<file path="src/rtl/up_mem_dma_pkg.sv">
// Shared definitions for the up_memory block-copy engine: default widths and FSM state encoding.
package up_pkg;
  localparam int AW_DEF = 8;
  localparam int DW_DEF = 8;

  typedef enum logic [1:0] {
    IDLE = 2'd0,
    RD   = 2'd1,
    WR   = 2'd2,
    FIN  = 2'd3
  } state_t;
endpackage

</file>
<file path="src/rtl/up_mem_dma_if.sv">
// up_memory port as seen by the copy engine (master) and by the memory (slave).
interface up_mem_dma_if
  import up_pkg::*;
#(
  parameter int AW = AW_DEF,
  parameter int DW = DW_DEF
);
  logic [AW-1:0] mem_address;
  logic [DW-1:0] mem_in;
  logic          mem_we;
  logic [DW-1:0] mem_out;
  logic          mem_re;

  modport master (output mem_address, mem_in, mem_we, input mem_out, mem_re);
  modport slave  (input mem_address, mem_in, mem_we, output mem_out, mem_re);
endinterface

</file>
<file path="src/rtl/up_mem_dma_agen.sv">
// Offset and address generation; descending copies walk from the last byte back to the first.
module up_mem_dma_agen #(
  parameter int AW = 8
) (
  input  logic [AW-1:0] base,
  input  logic [AW-1:0] idx,
  input  logic [AW-1:0] len,
  input  logic          dir,
  output logic [AW-1:0] addr
);
  logic [AW-1:0] off;

  always_comb begin
    off  = dir ? (len - AW'(1) - idx) : idx;
    addr = base + off;
  end
endmodule

</file>
<file path="src/rtl/up_mem_dma.sv">
// Block-copy initiator: reads a byte, writes it, repeats for len bytes in either direction.
//   state | meaning
//   IDLE  | waiting for start, memory port released
//   RD    | source read on the bus, waits for mem_re
//   WR    | destination write of the latched byte
//   FIN   | one-cycle done pulse
module up_mem_dma
  import up_pkg::*;
#(
  parameter int AW = AW_DEF,
  parameter int DW = DW_DEF
) (
  input  logic          clk,
  input  logic          rst,
  input  logic          start,
  input  logic [AW-1:0] src,
  input  logic [AW-1:0] dst,
  input  logic [AW-1:0] len,
  input  logic          dir,
  input  logic          abort,
  output logic          busy,
  output logic          done,
  output logic [AW:0]   count,
  up_mem_dma_if.master  mem
);
  state_t        state_q, state_d;
  logic [AW-1:0] src_q, src_d, dst_q, dst_d, len_q, len_d, idx_q, idx_d;
  logic          dir_q, dir_d;
  logic [DW-1:0] data_q, data_d;
  logic [AW:0]   count_q, count_d;
  logic [AW-1:0] agen_addr;

  always_ff @(posedge clk or posedge rst) begin
    if (rst) begin
      state_q <= IDLE;
      src_q   <= '0;
      dst_q   <= '0;
      len_q   <= '0;
      dir_q   <= 1'b0;
      idx_q   <= '0;
      data_q  <= '0;
      count_q <= '0;
    end else begin
      state_q <= state_d;
      src_q   <= src_d;
      dst_q   <= dst_d;
      len_q   <= len_d;
      dir_q   <= dir_d;
      idx_q   <= idx_d;
      data_q  <= data_d;
      count_q <= count_d;
    end
  end

  always_comb begin
    state_d = state_q;
    src_d   = src_q;
    dst_d   = dst_q;
    len_d   = len_q;
    dir_d   = dir_q;
    idx_d   = idx_q;
    data_d  = data_q;
    count_d = count_q;
    case (state_q)
      IDLE: begin
        if (start) begin
          count_d = '0;
          if (len != '0) begin
            src_d   = src;
            dst_d   = dst;
            len_d   = len;
            dir_d   = dir;
            idx_d   = '0;
            state_d = RD;
          end else begin
            state_d = FIN;
          end
        end
      end
      RD: begin
        // abort wins over a read that completes in the same cycle
        if (abort) begin
          state_d = FIN;
        end else if (mem.mem_re) begin
          data_d  = mem.mem_out;
          state_d = WR;
        end
      end
      WR: begin
        count_d = count_q + 1'b1;
        idx_d   = idx_q + 1'b1;
        if (idx_q == len_q - AW'(1) || abort) state_d = FIN;
        else                                  state_d = RD;
      end
      FIN: state_d = IDLE;
      default: state_d = IDLE;
    endcase
  end

  up_mem_dma_agen #(.AW(AW)) u_agen (
    .base (state_q == WR ? dst_q : src_q),
    .idx  (idx_q),
    .len  (len_q),
    .dir  (dir_q),
    .addr (agen_addr)
  );

  // Bus outputs decode registered state only, so no input reaches the memory combinationally.
  always_comb begin
    busy            = (state_q == RD) || (state_q == WR);
    done            = (state_q == FIN);
    count           = count_q;
    mem.mem_address = busy ? agen_addr : '0;
    mem.mem_in      = (state_q == WR) ? data_q : '0;
    mem.mem_we      = (state_q == WR);
  end
endmodule

</file>
<file path="src/flat_wrapper.sv">
// flat-port wrapper written by rule: the top's interface ports become plain ports
module up_mem_dma_flat import up_pkg::*;
#(
  parameter int AW = AW_DEF,
  parameter int DW = DW_DEF
)
  (clk, rst, start, src, dst, len, dir, abort, busy, done, count, mem_mem_address, mem_mem_in, mem_mem_we, mem_mem_out, mem_mem_re);
  up_mem_dma_if #(.AW(AW), .DW(DW)) mem_i ();
  input  logic clk;
  input  logic rst;
  input  logic start;
  input  logic [AW-1:0] src;
  input  logic [AW-1:0] dst;
  input  logic [AW-1:0] len;
  input  logic dir;
  input  logic abort;
  output logic busy;
  output logic done;
  output logic [AW:0] count;
  output wire logic [$bits(mem_i.mem_address)-1:0] mem_mem_address;
  output wire logic [$bits(mem_i.mem_in)-1:0] mem_mem_in;
  output wire logic [$bits(mem_i.mem_we)-1:0] mem_mem_we;
  input wire logic [$bits(mem_i.mem_out)-1:0] mem_mem_out;
  input wire logic [$bits(mem_i.mem_re)-1:0] mem_mem_re;
  assign mem_mem_address = mem_i.mem_address;
  assign mem_mem_in = mem_i.mem_in;
  assign mem_mem_we = mem_i.mem_we;
  assign mem_i.mem_out = mem_mem_out;
  assign mem_i.mem_re = mem_mem_re;
  up_mem_dma #(.AW(AW), .DW(DW)) u_core (.clk(clk), .rst(rst), .start(start), .src(src), .dst(dst), .len(len), .dir(dir), .abort(abort), .busy(busy), .done(done), .count(count), .mem(mem_i));
endmodule
</file>
<file path="config.mk">
export PLATFORM = sky130hd
export DESIGN_NAME = up_mem_dma_flat
export DESIGN_NICKNAME = d
export VERILOG_FILES = /design/src/rtl/up_mem_dma_pkg.sv /design/src/rtl/up_mem_dma_if.sv /design/src/rtl/up_mem_dma_agen.sv /design/src/rtl/up_mem_dma.sv /design/src/flat_wrapper.sv
export SDC_FILE = /design/constraint.sdc
export NUM_CORES = 1
export LEC_CHECK = 0
export BUFFER_PORTS_ARGS = -buffer_cell sky130_fd_sc_hd__buf_4
export CAP_MARGIN = 20
export CORE_MARGIN = 2
export CORE_UTILIZATION = 55
export DETAILED_ROUTE_END_ITERATION = 7
export PLACE_DENSITY = 0.8
export SLEW_MARGIN = 25
export SYNTH_ARGS = -nofsm -noshare
export SYNTH_HDL_FRONTEND = slang
export SYNTH_HIERARCHICAL = 1
export SYNTH_SLANG_ARGS = --single-unit
</file>
<file path="constraint.sdc">
create_clock -name clk -period 3.9 [get_ports clk]
set_input_delay 0 -clock clk [delete_from_list [all_inputs] [get_ports clk]]
set_output_delay 0 -clock clk [all_outputs]
set_load 0.02 [all_outputs]
</file>
==> run summary, run 1 <==
outcome = complete, no violations
layout filler cell count = 419
worst slack at placement = 0.370 ns
vias = 2,820
Final Max Tran Viols = 0
drt via density = 5.48
WHS Path Cells = 4
Worst setup EP type = primary output
first-pass GRT wire length = 13.6 mm
Overflow after GRT = 0
IO Count = 66
initial antenna violation count = 0
register bit total from synthesis = 52
FF+latch area = 1300 um^2
Max VDD drop = 0.00111 V
Post-synth EDFFs = 0
Initial DRT Pass Iterations = 4
CP arrival = 3.81 ns
Initial DRC Count = 161
P&R area growth vs syn = 31.8%
r2r setup slk = 1.36 ns
max_cap viols = 0
PortBufs = 65
Final Critical Period = 3.81 ns
Startpoint Class = flip-flop
final setup fails = 0
Netlist cell types = 58
Post-Syn Area = 3420 um^2
post-route ant nets = 0
layout cells sized above 1 = 25.2%
slew margin rel. = 56.4%
Max H-tree Level = 2
final hold violations = 0
Chip Height = 82.9 um
WL final = 8.07 mm
pwr/cell area = 886 nW/um^2
WS Path Type = flip-flop to primary output
Wirelength per Cell = 15.7 um
core area = 5960 um^2
Antenna Cells = 0
worst hold endpoint = u_core/state_q[0]
Clock Latency Late Sink = 0.31 ns
Final Skew = 0.00843 ns
CTS tree = done
Seq/Total Area, Yosys = 38.0%
Post-Syn Instances = 338
R2R cell count = 6
final-stage net count = 500
area of the multi-input gates = 2040 um^2
Initial Util = 57.4%
clock root cell = clkbuf_8
Critical Path RT = 3.90 ns
setup TNS = 0 ns
All-Layer GR Usage = 24.0%
final setup margin = 0.0909 ns
worst slew pin tran = 0.654 ns
DRC = 0
Yosys warning total = 6
most frequent cells in the layout = buf_4, dfrtp_1, dlygate4sd3_1
Lkg Pwr = 2.07 nW
site row count = 28
Tcrit/Tclk final = 97.7%
CTS Buffer Depth = 2
Final Power = 0.00400 W
die area = 6870 um^2
Clock Sinks = 52
FMAX = 263 MHz
Final Wtd Congestion = 0.863
CP Max Fanout = 7
Post-Syn Nets = 399
Min-Delay Path Class = input port to flip-flop
worst r2r src = u_core/state_q[0]
Post-synth ARST share = 100%
clock-pin slew on the worst setup and hold paths = 0.09 ns
most common cell after layout, fill and taps aside = buf_4
ys flop type = dfrtp_1
reg2reg end = u_core/dst_q[0]
TritonCTS buffer count = 5
detailed placement HPWL = 5.59 mm
Synth Area per Inst = 10.1 um^2
hold path startpoint = mem_mem_re
largest net degree at the start of global routing = 53
chip width = 82.9 um
number of global-route vias before repair = 2,936
what timing repair did:
action / in CTS / in global routing
buffers inserted: 0 / 1
endpoints found under the setup margin: 1 / 1
hold buffers: 37 / 0
endpoints found under the hold margin: 86 / 0
pin swaps: 0 / 3
resized for setup: 1 / 14
state kept, by name, summed over array words and instances, names as in the netlist:
name / flops
u_core/count: 9
u_core/data_q: 8
u_core/dst_q: 8
u_core/idx_q: 8
u_core/len_q: 8
u_core/src_q: 8
u_core/state_q: 2
u_core/dir_q: 1
metal layers:
metal	GRT usage [%]	vias up	part of all wire [%]
met2	42.2	65	52
li1	-	1375	-
met5	0	-	0
met3	4.27	8	4.3
met1	30.2	1372	43
met4	6.71	0	0.94
metrics by stage:
| step | hold slack, ns | instances | cell area [um^2] | utilization [%] |
|---|---|---|---|---|
| 2_1_floorplan | 0.132 | 338 | 3420 | - |
| 3_3_place_gp | 0.212 | 469 | 3970 | 66.7 |
| 3_5_place_dp | 0.150 | 469 | 3980 | 66.7 |
| 4_1_cts | 0.129 | 514 | 4460 | 74.8 |
| 5_1_grt | 0.146 | 515 | 4510 | 75.7 |
| 6_report | 0.122 | 515 | 4510 | 75.7 |
synthesized netlist by cell type (all sizes together) (2+ instances only):
| master | n | share of area [%] |
|---|---|---|
| mux2 | 40 | 14 |
| nand2 | 25 | 2.7 |
| clkbuf | 5 | 0.55 |
| ha | 21 | 7.7 |
| a211oi | 3 | 0.66 |
| xnor2 | 13 | 3.3 |
| buf | 6 | 1.1 |
| o21ai | 22 | 3.2 |
| and2 | 17 | 3.1 |
| nand4 | 2 | 0.37 |
| nor4 | 2 | 0.73 |
| xor2 | 18 | 4.6 |
| nor2b | 4 | 0.73 |
| mux2i | 3 | 0.88 |
| dfrtp | 52 | 38 |
| nor2 | 20 | 2.4 |
| inv | 19 | 2.1 |
| nor3b | 2 | 0.44 |
| fa | 2 | 1.2 |
| o2111ai | 2 | 0.51 |
| nor3 | 3 | 0.59 |
| a21oi | 17 | 2.6 |
| or3 | 2 | 0.37 |
| nand3 | 8 | 1.2 |
| and3 | 3 | 0.55 |
| nand2b | 4 | 0.73 |
| a21o | 3 | 0.69 |
cells by family after synthesis:
| logic type | share of synthesized area [%] |
|---|---|
| DFF | 38.0 |
| AOI/OAI and AO/OA | 11.2 |
| and+or+nand+nor | 15.4 |
| adders and majority gates | 8.85 |
| xor gates and xnor gates | 7.94 |
| buffers and inverters | 3.73 |
| muxes | 14.8 |
how the worst max path moves through the flow:
stage	from	to	slack, ns	depth (start not counted)
after detailed placement	u_core/idx_q[0]	mem_mem_address[7]	0.37	19
after global routing	u_core/idx_q[1]	mem_mem_address[7]	-0.06	16
after CTS	u_core/idx_q[0]	mem_mem_address[7]	0.04	19
after floorplan	u_core/state_q[0]	mem_mem_address[7]	0.50	13
after global placement	u_core/idx_q[0]	mem_mem_address[7]	0.50	19
final	u_core/idx_q[1]	mem_mem_address[7]	0.09	16
critical path, cell delays in order (launching register included):
cell     delay (ns)
dfrtp_1        0.51
inv_1          0.07
ha_1           0.29
a21o_1         0.18
a21oi_1        0.34
xnor2_1        0.19
nand2_1        0.07
o21ai_0        0.11
ha_1           0.31
o21ai_2        0.14
a32oi_2        0.09
or4b_4         0.51
nand3_2        0.11
xor2_2         0.15
xnor2_1        0.13
and2_1         0.17
buf_6          0.13
cell type report:
type / instances / area share, %
Tap cell: 75 / 2.08
Timing Repair Buffer: 105 / 19.6
Clock inverter: 2 / 0.860
Inverter: 19 / 1.64
Sequential cell: 52 / 28.9
Clock buffer: 6 / 1.61
Multi-Input combinational cell: 256 / 45.3
power by group:
| group | leakage, nW | switching, W | internal, W |
|---|---|---|---|
| logic | 1.37 | 0.00141 | 0.00127 |
| clock network | 0.0558 | 0.000185 | 0.000194 |
| registers | 0.648 | 0.000195 | 0.000741 |
| total | 2.07 | 0.00179 | 0.00220 |
No activity file was read; power rests on OpenSTA's default activity.
==> inputs of run 2 (changes only) <==
- RECOVER_POWER: default -> 50
==> run summary, run 2 (synthesis gave the netlist of run 1 again) <==
area of the multi-input gates = 2040 um^2 (unchanged)
Antenna Cells = 0 (unchanged)
reg2reg end = u_core/dst_q[0]
IO Count = 66 (unchanged)
hold path startpoint = mem_mem_re
Design Area, Final = 4470 um^2 (-0.94%)
worst r2r src = u_core/state_q[0]
FMAX = 264 MHz (+0.55%)
clock root cell = clkbuf_8
number of flip-flops in the largest register = 9 (unchanged)
r2r setup slk = 1.35 ns (about the same)
Max VDD drop = 0.00111 V (+0.10%)
Final Util = 75.0% (-0.71 points)
Chip Height = 82.9 um (unchanged)
failing checks = max-capacitance violations, max-slew violations
combinational power share = 66.9% (-0.2 points)
core area = 5960 um^2 (unchanged)
PortBufs = 65 (unchanged)
final setup fails = 0 (unchanged)
Final Max Tran Viols = 53 (+53)
worst hold endpoint = u_core/state_q[0]
initial antenna violation count = 0 (unchanged)
vias = 2,828 (+0.28%)
pwr/cell area = 891 nW/um^2 (+0.57%)
most common cell after layout, fill and taps aside = buf_4
sw frac = 45.1% (+0.26 points)
Initial DRC Count = 190 (+18%)
chip width = 82.9 um (unchanged)
slew margin rel. = -52.1% (-110 points)
layout filler cell count = 431 (+2.9%)
WL final = 8.10 mm (+0.37%)
Lkg Pwr = 2.02 nW (-2.5%)
Final Power = 0.00398 W (-0.38%)
Min-Delay Path Class = input port to flip-flop
worst slew pin tran = 2.27 ns (+1.62 ns)
Initial Util = 57.4% (unchanged)
Critical Path RT = 3.90 ns (about the same)
detailed placement HPWL = 5.59 mm (unchanged)
FF+latch area = 1300 um^2 (unchanged)
Final Wtd Congestion = 0.863 (unchanged)
Final Critical Period = 3.79 ns (-0.0207 ns)
setup TNS = 0 ns (unchanged)
CTS Buffer Depth = 2 (unchanged)
die area = 6870 um^2 (unchanged)
WHS Path Cells = 4 (unchanged)
most frequent cells in the layout = buf_4, dfrtp_1, dlygate4sd3_1
final hold violations = 0 (unchanged)
CTS tree = done
first-pass GRT wire length = 13.6 mm (unchanged)
Max H-tree Level = 2 (unchanged)
sequential power share = 23.5% (about the same)
Worst setup EP type = primary output
Clock Latency Late Sink = 0.31 ns (about the same)
hold_ws = 0.123 ns (+0.000794 ns)
WS Path Type = flip-flop to primary output
P_sw = 0.00180 W (+0.19%)
final-stage net count = 500 (unchanged)
largest net degree at the start of global routing = 53 (unchanged)
TritonCTS buffer count = 5 (unchanged)
All-Layer GR Usage = 24.0% (unchanged)
CP arrival = 3.79 ns (-0.02 ns)
number of global-route vias before repair = 2,936 (unchanged)
Post-DP Area = 3980 um^2 (unchanged)
Startpoint Class = flip-flop
post-route ant nets = 0 (unchanged)
Overflow after GRT = 0 (unchanged)
CP Max Fanout = 7 (unchanged)
P&R area growth vs syn = 30.5%
Final Skew = 0.0108 ns (+0.00232 ns)
R2R cell count = 6 (unchanged)
site row count = 28 (unchanged)
max_cap viols = 1 (+1)
Wirelength per Cell = 15.7 um (+0.37%)
Initial DRT Pass Iterations = 4 (unchanged)
outcome = finished with violations
internal power = 0.00219 W (-0.85%)
layout cells sized above 1 = 22.5% (-2.7 points)
Clock power frac = 9.6% (about the same)
DRC = 0 (unchanged)
drt via density = 5.49 (+0.28%)
Clock Sinks = 52 (unchanged)
Tcrit/Tclk final = 97.1% (-0.53 points)
clock-pin slew on the worst setup and hold paths = 0.09 ns (about the same)
## run 2: timing repair
item / 4_1_cts / 5_1_grt
pin swaps: 0 / 3
resized for setup: 1 / 14
endpoints found under the hold margin: 86 / 0
buffers inserted: 0 / 1
gates cloned: 0 / 0
endpoints found under the setup margin: 1 / 1
hold buffers: 37 / 0
## run 2: area by class of cell
class,count,area share [%]
inverter,19,1.63
clock inverter,2,0.869
tap,75,2.10
multi-input combinational,256,45.7
sequential,52,29.2
clock buffer,6,1.63
timing repair buffer,105,18.9
## run 2: worst max-delay path, stage by stage (launching register included)
cell and delay, ns:
dfrtp_1 0.51, inv_1 0.07, ha_1 0.29, a21o_1 0.18, a21oi_1 0.32, xnor2_1 0.18
nand2_1 0.07, o21ai_0 0.10, ha_1 0.31, o21ai_2 0.14, a32oi_2 0.09, or4b_4 0.51
nand3_2 0.11, xor2_2 0.15, xnor2_1 0.13, and2_1 0.17, buf_6 0.13
## run 2: worst max-delay path by stage
stage	to	start	slack (ns)
global placement	mem_mem_address[7]	u_core/idx_q[0]	0.50
floorplan	mem_mem_address[7]	u_core/state_q[0]	0.50
CTS	mem_mem_address[7]	u_core/idx_q[0]	0.04
finish	mem_mem_address[7]	u_core/idx_q[1]	0.11
global route	mem_mem_address[7]	u_core/idx_q[1]	-0.06
detailed placement	mem_mem_address[7]	u_core/idx_q[0]	0.37
## run 2: per-layer routing
layer / global-route usage, % / wire length [um]
met1: 30.2 / 3490
met2: 42.2 / 4220
met3: 4.27 / 325
met4: 6.71 / 76
met5: 0 / 0
## run 2: metrics by stage
| step | cells | setup slack (ns) |
|---|---|---|
| 6_report | 515 | 0.112 |
| 5_1_grt | 515 | -0.0592 |
| 2_1_floorplan | 338 | 0.497 |
| 3_3_place_gp | 469 | 0.498 |
| 4_1_cts | 514 | 0.0392 |
| 3_5_place_dp | 469 | 0.370 |
## run 2: power by group through the flow
stage	Combinational, W	Clock [W]	Sequential, W
after CTS	0.00252	0.000390	0.000930
after detailed placement	0.00247	0	0.000941
after global placement	0.00237	0	0.000929
after floorplan	0.00182	0	0.000881
final	0.00266	0.000381	0.000937
after global routing	0.00291	0.000415	0.000963
==> inputs of run 3 (changes only) <==
- BUFFER_PORTS_ARGS: -buffer_cell sky130_fd_sc_hd__buf_4 -> -buffer_cell sky130_fd_sc_hd__buf_2
==> run summary, run 3 (synthesis gave the netlist of run 1 again) <==
outcome = finished with violations
failing checks = max-capacitance violations, max-slew violations
post-route ant nets = 0 (unchanged)
final setup fails = 0 (unchanged)
Clock power frac = 8.5% (-1.1 points)
met2 usage = 39.9% (-2.3 points)
chip width = 82.9 um (unchanged)
Initial Util = 57.4% (unchanged)
slew margin rel. = -52.0% (+0.14 points)
Placed Instances = 468 (-0.21%)
Antenna Cells = 0 (unchanged)
die area = 6870 um^2 (unchanged)
Overflow after GRT = 0 (unchanged)
met1 usage = 27.7% (-2.4 points)
Worst setup EP type = primary output
final hold violations = 0 (unchanged)
first-pass GRT wire length = 12.8 mm (-5.7%)
Min-Delay Path Class = input port to flip-flop
Clock Latency Late Sink = 0.32 ns (about the same)
Initial DRT Pass Iterations = 4 (unchanged)
sw frac = 45.8% (+0.71 points)
Startpoint Class = flip-flop
FMAX = 265 MHz (+0.28%)
Initial DRC Count = 128 (-33%)
Tcrit/Tclk final = 96.9% (-0.27 points)
final-stage net count = 501 (+0.20%)
core area = 5960 um^2 (unchanged)
Wirelength per Cell = 15.0 um (-4.9%)
PortBufs = 65 (unchanged)
Final Wtd Congestion = 0.828 (-4.0%)
pwr/cell area = 877 nW/um^2 (-1.7%)
TritonCTS buffer count = 5 (unchanged)
hold_ws = 0.0227 ns (-0.100 ns)
layout filler cell count = 444 (+3.0%)
Final Power = 0.00379 W (-4.8%)
number of flip-flops in the largest register = 9 (unchanged)
Clock Sinks = 52 (unchanged)
CTS Buffer Depth = 2 (unchanged)
Layout Cells excl Fill = 516 (+0.19%)
drt via density = 5.52 (+0.48%)
Chip Height = 82.9 um (unchanged)
detailed placement HPWL = 5.38 mm (-3.7%)
WS Path Type = flip-flop to primary output
clock-pin slew on the worst setup and hold paths = 0.10 ns (about the same)
Final Skew = 0.0109 ns (+0.0000967 ns)
Final Max Tran Viols = 53 (unchanged)
largest net degree at the start of global routing = 53 (unchanged)
most common cell after layout, fill and taps aside = buf_2
Most Crowded Layer GR = met2
Critical Path RT = 3.90 ns (about the same)
combinational power share = 66.9% (about the same)
CP Max Fanout = 6 (-1)
number of global-route vias before repair = 2,870 (-2.2%)
sequential power share = 24.7% (+1.2 points)
vias = 2,847 (+0.67%)
WL final = 7.72 mm (-4.7%)
CP arrival = 3.78 ns (about the same)
site row count = 28 (unchanged)
layout cells sized above 1 = 22.7% (+0.18 points)
initial antenna violation count = 0 (unchanged)
IO Count = 66 (unchanged)
All-Layer GR Usage = 22.4% (-1.5 points)
Max H-tree Level = 2 (unchanged)
area of the multi-input gates = 2030 um^2 (-0.43%)
Lkg Pwr = 1.98 nW (-2.1%)
P&R area growth vs syn = 26.4%
P_sw = 0.00174 W (-3.3%)
worst slew pin tran = 2.27 ns (-0.00204 ns)
Final Critical Period = 3.78 ns (-0.0106 ns)
met3 Track Usage GR = 3.68% (-0.60 points)
DRC = 0 (unchanged)
CTS tree = done
internal power = 0.00205 W (-6.0%)
Max VDD drop = 0.00121 V (+8.7%)
clock root cell = clkbuf_8
most frequent cells in the layout = buf_2, dfrtp_1, dlygate4sd3_1
max_cap viols = 1 (unchanged)
FF+latch area = 1310 um^2 (about the same)
==> run 3: cell types whose count changed in the layout (fill, tap and decap cells not counted), sizes merged <==
cell | before | now
buf | 56 | 58
bufinv | 1 | 0
clkbuf | 18 | 17
clkinv | 1 | 2
clkinvlp | 1 | 2
dlygate4sd3 | 37 | 36
==> run 3: worst paths after layout <==
check / from / to / slack, ns / depth (start not counted)
setup / recovery: u_core/idx_q[0] / mem_mem_address[7] / 0.12 / 19
hold / removal: abort / u_core/state_q[1] / 0.02 / 3
setup reg to reg: u_core/state_q[0] / u_core/idx_q[4] / 1.50 / 8
hold reg to reg: u_core/dst_q[1] / u_core/dst_q[1] / 0.50 / 1
max in group asynchronous: rst / u_core/idx_q[2] / 1.92 / 3
min in group asynchronous: rst / u_core/dst_q[5] / 0.83 / 3
==> run 3: per-layer routing <==
layer	vias up	routed length (um)
met3	16	290
met4	0	131
met1	1374	3410
met2	71	3890
li1	1386	-
met5	-	0
==> run 3: through the flow <==
step,worst slack [ns],utilization [%],instance area (um^2),TNS [ns]
after floorplan,0.497,-,3420,0
after global placement,0.482,63.8,3800,0
after detailed placement,0.406,63.9,3800,0
after CTS,0.0407,71.4,4260,0
after global routing,-0.0656,72.6,4320,-0.0656
final,0.122,72.6,4320,0
==> run 3: final cells by class <==
cell class | instances | share of cell area [%]
Tap cell | 75 | 2.17
Multi-Input combinational cell | 256 | 47.0
Timing Repair Buffer | 106 | 16.9
Clock buffer | 5 | 1.59
Sequential cell | 52 | 30.2
Clock inverter | 3 | 0.492
Inverter | 19 | 1.68
==> run 3: power by group through the flow <==
stage / Combinational [W] / Clock (W) / Sequential [W]
floorplan: 0.00182 / 0 / 0.000881
global placement: 0.00223 / 0 / 0.000928
detailed placement: 0.00230 / 0 / 0.000942
CTS: 0.00235 / 0.000329 / 0.000931
global route: 0.00279 / 0.000349 / 0.000968
finish: 0.00254 / 0.000321 / 0.000935
==> run 3: what timing repair did <==
item,in CTS,in global routing
hold buffers,36,0
endpoints found under the setup margin,0,1
setup buffers,0,3
resized for setup,0,15
hold endpoints to repair,85,0
==> run 3: critical path, stage by stage, from the launching register on <==
cell and delay (ns):
dfrtp_2 0.45, inv_1 0.08, ha_2 0.18, inv_1 0.05, fa_2 0.35, nor2b_1 0.12, o21ai_1 0.08, a21boi_1 0.19
nor2_1 0.06, nand2_1 0.06, o21ai_1 0.07, ha_1 0.35, o21ai_2 0.08, a32oi_2 0.10, or4b_4 0.56, nand3_2 0.09
xor2_1 0.19, xnor2_1 0.13, and2_1 0.13, buf_4 0.13
